`src/rtl/ysyx_25020037_gpr_sb_pkg.sv`:
```
// Shared GPR/scoreboard configuration and helpers.
// Optional same-cycle bypass: YSYX_25020037_GPR_BYPASS_EN.
package ysyx_25020037_gpr_sb_pkg;

  localparam int GPR_XLEN    = 32;
  localparam int GPR_NR_REGS = 16;
  localparam int GPR_RD_PRTS = 2;
  localparam int GPR_PEND_W  = 2;

  function automatic int gpr_aw(input int n);
    return (n > 1) ? $clog2(n) : 1;
  endfunction

  function automatic int gpr_bus_w(input int ports, input int w);
    return ports * w;
  endfunction

endpackage

```
`src/rtl/ysyx_25020037_gpr_sb_sb_cnt.sv`:
```
// Saturating up/down pending-write counter with clear.
// Simultaneous inc and dec cancel out; clear wins over both.
module ysyx_25020037_sb_cnt #(
  parameter int W = 2
) (
  input  logic         clk,
  input  logic         rst_n,
  input  logic         inc,
  input  logic         dec,
  input  logic         clr,
  output logic [W-1:0] cnt,
  output logic         zero,
  output logic         full
);

  logic [W-1:0] cnt_q;
  logic [W-1:0] cnt_d;

  assign cnt  = cnt_q;
  assign zero = (cnt_q == '0);
  assign full = &cnt_q;

  always_comb begin
    cnt_d = cnt_q;
    if (clr)
      cnt_d = '0;
    else if (inc && !dec && !full)
      cnt_d = cnt_q + W'(1);
    else if (dec && !inc && !zero)
      cnt_d = cnt_q - W'(1);
  end

  always_ff @(posedge clk or negedge rst_n) begin
    if (!rst_n)
      cnt_q <= '0;
    else
      cnt_q <= cnt_d;
  end

endmodule

```
`src/rtl/ysyx_25020037_gpr_sb.sv`:
```
// GPR file with per-register pending-write scoreboard.
// Define YSYX_25020037_GPR_BYPASS_EN for write-back to read bypass.
module ysyx_25020037_gpr_sb
  import ysyx_25020037_gpr_sb_pkg::*;
#(
  parameter  int XLEN        = GPR_XLEN,
  parameter  int NR_REGS     = GPR_NR_REGS,
  parameter  int NR_RD_PORTS = GPR_RD_PRTS,
  parameter  int PEND_W      = GPR_PEND_W,
  localparam int AW          = gpr_aw(NR_REGS)
) (
  input  logic                                  clk,
  input  logic                                  rst,
  input  logic                                  iss_valid,
  output logic                                  iss_ready,
  input  logic                                  iss_wen,
  input  logic [AW-1:0]                         iss_rd,
  input  logic [gpr_bus_w(NR_RD_PORTS,AW)-1:0]  rd_addr,
  output logic [gpr_bus_w(NR_RD_PORTS,XLEN)-1:0] rd_data,
  output logic [NR_RD_PORTS-1:0]                rd_busy,
  input  logic                                  wb_valid,
  input  logic                                  wb_wen,
  input  logic [AW-1:0]                         wb_rd,
  input  logic [XLEN-1:0]                       wb_data,
  input  logic                                  flush,
  output logic                                  err_underflow
);

  logic              wb_act;
  logic              iss_acc;
  logic [NR_REGS-1:0] zero_v;
  logic [NR_REGS-1:0] full_v;
  logic [PEND_W-1:0] cnt_v [NR_REGS];
  logic [XLEN-1:0]   regs  [NR_REGS];

  assign wb_act    = wb_valid & wb_wen & (wb_rd != '0);
  assign iss_ready = ~(iss_wen & (iss_rd != '0) & full_v[iss_rd]);
  assign iss_acc   = iss_valid & iss_ready & iss_wen
                   & (iss_rd != '0) & ~flush;

  for (genvar i = 0; i < NR_REGS; i++) begin : g_cnt
    if (i == 0) begin : g_x0
      assign zero_v[i] = 1'b1;
      assign full_v[i] = 1'b0;
      assign cnt_v[i]  = '0;
    end else begin : g_xn
      ysyx_25020037_sb_cnt #(.W(PEND_W)) u_cnt (
        .clk   (clk),
        .rst_n (rst),
        .inc   (iss_acc & (iss_rd == AW'(i))),
        .dec   (wb_act & (wb_rd == AW'(i))),
        .clr   (flush),
        .cnt   (cnt_v[i]),
        .zero  (zero_v[i]),
        .full  (full_v[i])
      );
    end
  end

  always_ff @(posedge clk or negedge rst) begin
    if (!rst) begin
      for (int i = 0; i < NR_REGS; i++)
        regs[i] <= '0;
    end else if (wb_act) begin
      regs[wb_rd] <= wb_data;
    end
  end

  // Flushed write-backs belong to squashed issues, so no underflow.
  always_ff @(posedge clk or negedge rst) begin
    if (!rst)
      err_underflow <= 1'b0;
    else if (wb_act && !flush && zero_v[wb_rd])
      err_underflow <= 1'b1;
  end

  always_comb begin
    logic [AW-1:0]   ra;
    logic [XLEN-1:0] d;
    logic            b;
    rd_data = '0;
    rd_busy = '0;
    for (int p = 0; p < NR_RD_PORTS; p++) begin
      ra = rd_addr[p*AW +: AW];
      d  = (ra == '0) ? '0 : regs[ra];
      b  = (cnt_v[ra] != '0);
`ifdef YSYX_25020037_GPR_BYPASS_EN
      if (wb_act && (wb_rd == ra)) begin
        d = wb_data;
        if ((cnt_v[ra] == PEND_W'(1)) &&
            !(iss_acc && (iss_rd == ra)))
          b = 1'b0;
      end
`endif
      rd_data[p*XLEN +: XLEN] = d;
      rd_busy[p]              = b;
    end
  end

endmodule

```
`config.mk`:
```
export PLATFORM = sky130hd
export DESIGN_NAME = ysyx_25020037_gpr_sb
export DESIGN_NICKNAME = d
export VERILOG_FILES = /design/src/rtl/ysyx_25020037_gpr_sb_pkg.sv /design/src/rtl/ysyx_25020037_gpr_sb_sb_cnt.sv /design/src/rtl/ysyx_25020037_gpr_sb.sv
export SDC_FILE = /design/constraint.sdc
export NUM_CORES = 2
export LEC_CHECK = 0
export BUFFER_PORTS_ARGS = -buffer_cell sky130_fd_sc_hd__buf_2
export CAP_MARGIN = 25
export CORE_ASPECT_RATIO = 1.2
export CORE_MARGIN = 2
export CORE_UTILIZATION = 51
export CTS_BUF_LIST = sky130_fd_sc_hd__clkbuf_8
export DETAILED_ROUTE_END_ITERATION = 10
export GPL_TIMING_DRIVEN = 1
export PLACE_DENSITY = 0.74
export SYNTH_ARGS = -nofsm -noshare
export SYNTH_HDL_FRONTEND = slang
export SYNTH_SLANG_ARGS = --single-unit
```
`constraint.sdc`:
```
create_clock -name clk -period 2.6 [get_ports clk]
set_input_delay 0.13 -clock clk [delete_from_list [all_inputs] [get_ports clk]]
set_output_delay 0.13 -clock clk [all_outputs]
set_load 0.02 [all_outputs]
```
Yosys cells after proc, flatten, opt, wreduce, memory -nomap -nowiden
Cells that the tools add are included.
{"block": "totals", "reg_bits": 543, "word_cells": 382}
{"block": "op_classes", "reduce_logical": 175, "bitwise_logic": 43, "n_addsub": 30, "muxes": 66, "order_cmp": 6, "eq_ne": 30}
{"operator": "bitwise mux 512 bit", "count": 1}
{"operator": "binary-select mux 32 bit (select 4 bit)", "count": 2}
{"operator": "two-way mux 32 bit", "count": 7}
{"operator": "demux 32 bit (select 4 bit)", "count": 1}
{"operator": "two-way mux 2 bit", "count": 49}
{"operator": "equality test 4 bit (second input constant)", "count": 16}
{"operator": "logical AND 1 bit", "count": 63}
{"operator": "zero test 1 bit", "count": 61}
{"operator": "nonzero test 3 bit", "count": 15}
{"operator": "AND 1 bit", "count": 38}
{"operator": "equality test 4 x 3 -> 1 bit (second input constant)", "count": 8}
{"operator": "adder 2 x 1 -> 2 bit (second input constant)", "count": 15}
{"operator": "zero test 2 bit", "count": 15}
{"operator": "AND reduction 2 bit", "count": 15}
{"operator": "subtractor 2 x 1 -> 2 bit (second input constant)", "count": 15}
{"operator": "binary-select mux 2 bit (select 4 bit)", "count": 2}
{"operator": "equality test 4 x 2 -> 1 bit (second input constant)", "count": 4}
{"operator": "greater-or-equal comparator 5 bit (second input constant)", "count": 3}
{"operator": "NOT 4 -> 5 bit", "count": 3}
{"operator": "less-than comparator 4 x 5 -> 1 bit (second input constant)", "count": 2}
{"operator": "binary-select mux 1 bit (select 4 bit)", "count": 2}
{"operator": "equality test 4 x 1 -> 1 bit (second input constant)", "count": 2}
{"operator": "zero test 4 bit", "count": 2}
{"operator": "nonzero test 4 bit", "count": 2}
{"operator": "other kinds (4)", "count": 7}

Depth between registers and ports, before layout
{"block": "depth", "depth_word": 16, "ltp_mapped": 9}

By module
A second synthesis with hierarchy kept.
{"block": "hier_totals", "hier_cells": 2080, "area_unflattened_um2": 28760.1}
{"mod": "ysyx_25020037_gpr_sb", "cells_per_inst": 1855, "area_each_um2": 26808.2, "n_inst": 1}
{"mod": "ysyx_25020037_sb_cnt", "cells_per_inst": 15, "area_each_um2": 130.1, "n_inst": 15}

Least setup slack after synthesis
Ideal clock, no wire load.
{"block": "synth_path", "kind": "input port to output port", "start": "in rd_addr[1]", "end": "out rd_busy[0]", "slack_ns": 0.238, "arrival_time_ns": 2.232, "required_time_ns": 2.470, "cell_stages": 7, "cell_sequence": "clkbuf_1 -> clkbuf_1 -> buf_1 -> mux4_2 -> nand2_1 -> o21ai_0 -> o21ai_0"}
{"block": "synth_via", "elab_chain_len": 5}
{"item": "start: declaration", "line_no": "ysyx_25020037_gpr_sb.sv:18", "rtl": "input logic [gpr_bus_w(NR_RD_PORTS,AW)-1:0] rd_addr,"}
{"item": "NOT 4 -> 5 bit (implied by the code)", "line_no": "ysyx_25020037_gpr_sb.sv:86", "rtl": "b = (cnt_v[ra] != '0);"}
{"item": "binary-select mux 2 bit (select 4 bit)", "line_no": "ysyx_25020037_gpr_sb.sv:86"}
{"item": "two-way mux 2 bit (implied by the code) (2 in series)", "line_no": "ysyx_25020037_gpr_sb.sv:86"}
{"item": "nonzero test 2 bit", "line_no": "ysyx_25020037_gpr_sb.sv:86"}
{"item": "end: declaration", "line_no": "ysyx_25020037_gpr_sb.sv:20", "rtl": "output logic [NR_RD_PORTS-1:0] rd_busy,"}
No other way between the ends. The select of a mux whose other input is x is not followed.

Worst setup path after layout
{"block": "layout_path", "start": "reg regs[286] (netlist bit)", "end": "out rd_data[62]"}
{"block": "layout_via", "elab_chain_len": 4}
{"item": "start: declaration", "line_no": "ysyx_25020037_gpr_sb.sv:34", "rtl": "logic [XLEN-1:0] regs [NR_REGS];"}
{"item": "start signal: indexed assignment", "line_no": "ysyx_25020037_gpr_sb.sv:65", "rtl": "regs[wb_rd] <= wb_data;"}
{"item": "binary-select mux 32 bit (select 4 bit)", "line_no": "ysyx_25020037_gpr_sb.sv:85", "rtl": "d = (ra == '0) ? '0 : regs[ra];"}
{"item": "two-way mux 32 bit (implied by the code) (2 in series)", "line_no": "ysyx_25020037_gpr_sb.sv:85"}
{"item": "two-way mux 32 bit", "line_no": "ysyx_25020037_gpr_sb.sv:85"}
{"item": "end: declaration", "line_no": "ysyx_25020037_gpr_sb.sv:19", "rtl": "output logic [gpr_bus_w(NR_RD_PORTS,XLEN)-1:0] rd_data,"}
No other way between the ends. The select of a mux whose other input is x is not followed.

==> flow_summary.yaml <==
run_status:
  status: "complete, no violations"
logic_synthesis:
  yosysWarnings: 0
  avgSynthCellArea_sq_um: 12.2
  ys_types: 59
  async_flop_share: 1.00
  syn_area_sq_um: 29400
  synth_top_area_share: 0.462
  synth-edff-count: 0
  synth_seq_area_share: 0.462
  synth_common_cells: "709 x nand2_1, 543 x dfrtp_1, 323 x mux4_2"
  synth_flop_cell: "dfrtp_1"
  synth_top_area_cell: "dfrtp_1"
  synth_nets: 2457
  synthCells: 2402
  synth_most_common_cell: "nand2_1"
  ys_top_cells_by_area: "dfrtp_1 46%, mux4_2 25%, mux2_2 9.9%"
  ys_seq_elements: 543
power:
  seqPwrFrac: 0.460
  p_leak_nw: 15.5
  internal_power_mw: 16.9
  total_power_mw: 23.8
  p_comb_frac: 0.224
  power.switching_mw: 6.94
  peakVddDrop_v: 0.000419
  p_per_area_nw_per_um2: 705
  pwr-share-clk: 0.315
  p_sw_frac: 0.292
finish:
  drive_above_1_share: 0.376
  num-fill-cells: 4355
  area_growth_pct: 14.8
  final_cells: 3329
  fin_nets: 2584
  final_area_sq_um: 33800
routing:
  vias: 21500
  drc_errors: 0
  drtAntennaViolNets: 0
  drt_first_iter_violations: 2239
  finalWirelength_um: 88600
  vias_per_cell: 6.47
  wire_per_inst_um: 26.6
  dr.pass1.iters: 6
min_path:
  hold_class: "in -> reg"
  worst_hold_path.num_cells: 4
die:
  start_util: 0.516
  ioPinCount: 123
  chipWidth_um: 223
  die_h_um: 267
  placementRows: 96
  core_area_sq_um: 57100
  die-area_sq_um: 59600
sta:
  tightest_slew_ns: 0.901
  hold_viol: 0
  period_share: 0.986
  finalSetupViolCount: 0
  drv_slew: 0
  finClkSkew_ns: 0.0203
  period_minus_slack_ns: 2.56
  max_slew_margin: 0.399
  max_freq_mhz: 390
placed_design:
  gp_congestion: 0.905
  dp.cells: 3131
  numPortBuffers: 122
  placed_area_sq_um: 31600
  place_hpwl_um: 53300
setup_path:
  critPathMaxFanout: 3
  crit_type: "reg -> out"
  required_ns: 2.47
  critPathLaunchType: "flop"
  crit_path_end_kind: "output pin"
  r2r_cells: 6
  arrival_ns: 2.43
global_route:
  grt_pass1_wl_um: 137000
  grt_usage: 0.305
  grt_max_degree: 91
  grt_overflow: 0
  grt_pass1_vias: 22600
  antenna_found_initial: 3
flow_run:
  cap_violations: 0
cts:
  clk_latency_ns: 0.68
  cts_max_level: 3
  clock_path_buffers: 3
  cts_tree: "built"
  numCtsBuffers: 88
  root_buffer: "clkbuf_8"
  cts.sinks: 543
  clk_pin_slew_ns: 0.06
## power groups by stage
stage	clock network (mW)	registers, mW	logic (mW)
2_1_floorplan	0	10.7	3.85
3_3_place_gp	0	10.9	5.10
3_5_place_dp	0	11.1	5.27
4_1_cts	7.58	10.9	5.36
5_1_grt	8.01	11.1	5.73
6_report	7.51	11.0	5.34
## layout make-up
| class | count | area [sq um] | area share |
|---|---|---|---|
| Multi-Input combinational cell | 1622 | 15000 | 0.445 |
| Sequential cell | 543 | 13600 | 0.402 |
| Timing Repair Buffer | 271 | 2440 | 0.0724 |
| Clock buffer | 113 | 1560 | 0.0460 |
| Tap cell | 735 | 920 | 0.0272 |
| Clock inverter | 40 | 216 | 0.00641 |
| Inverter | 3 | 11.3 | 0.000333 |
| Antenna cell | 2 | 5.00 | 0.000148 |
## sequential cells by signal, summed over array words and instances, names as in the netlist
name and cells:
regs 512, err_underflow 1, g_cnt.g_xn.u_cnt.cnt 30
## metrics by stage
| stage | utilization | setup WS (ns) | hold slack, ns | setup TNS, ns |
|---|---|---|---|---|
| 2_1_floorplan | - | 0.238 | -0.166 | 0 |
| 3_3_place_gp | 0.553 | 0.199 | 0.261 | 0 |
| 3_5_place_dp | 0.553 | 0.136 | 0.273 | 0 |
| 4_1_cts | 0.592 | 0.00855 | 0.0207 | 0 |
| 5_1_grt | 0.592 | -0.0000506 | 0.117 | -0.0000506 |
| 6_report | 0.592 | 0.0356 | 0.0685 | 0 |
## worst max-delay path, stage by stage, from the launching register on
cell and delay (ns):
dfrtp_1 0.40, mux4_2 0.49, mux4_2 0.49, nor2b_2 0.20, buf_2 0.18
## placed cells by master, fill, tap and decap left out, types with 43 or more instances in the layout
cell type and instances:
mux2_2 259, buf_2 116, dfrtp_1 543, buf_12 45
dlygate4sd3_1 43, nand2_1 703, buf_4 62, nor2b_1 66
clkbuf_8 113, mux4_2 323
## worst paths after layout
check,slack (ns),endpoint,from
setup reg to reg,0.09,g_cnt[7].g_xn.u_cnt.cnt[0],g_cnt[3].g_xn.u_cnt.cnt[0]
min in group asynchronous,0.13,regs[154],rst
hold reg to reg,0.38,regs[505],regs[505]
hold / removal,0.07,g_cnt[11].g_xn.u_cnt.cnt[0],iss_rd[1]
setup / recovery,0.04,rd_data[62],regs[286]
max in group asynchronous,1.63,regs[377],rst
## per-layer routing
layer	routed length, um	vias to the layer above	GRT usage	part of all wire
met4	4160	2	0.146	0.047
met2	44000	1252	0.505	0.50
met1	32300	11100	0.390	0.36
met5	11	-	0	0.00012
li1	-	8893	-	-
met3	8130	275	0.0628	0.092
## what timing repair did
item | 4_1_cts | 5_1_grt
setup endpoints to repair | 0 | 2
gates resized for setup | 0 | 2
hold buffers | 43 | 0
endpoints found under the hold margin | 572 | 0
buffers inserted | 0 | 0
## cell families (layout without fill, tap and decap cells)
group                  Yosys count  after routing  synth area share
other                            0              2                 0
flip-flops                     543            543             0.462
AO/OA/AOI/OAI                  105            105            0.0239
buffers and inverters          237            427            0.0314
AND/OR/NAND/NOR                926            926             0.133
multiplexers                   586            586             0.348
XOR/XNOR                         5              5           0.00149
Note: power is estimated with default switching activity, not from simulation.
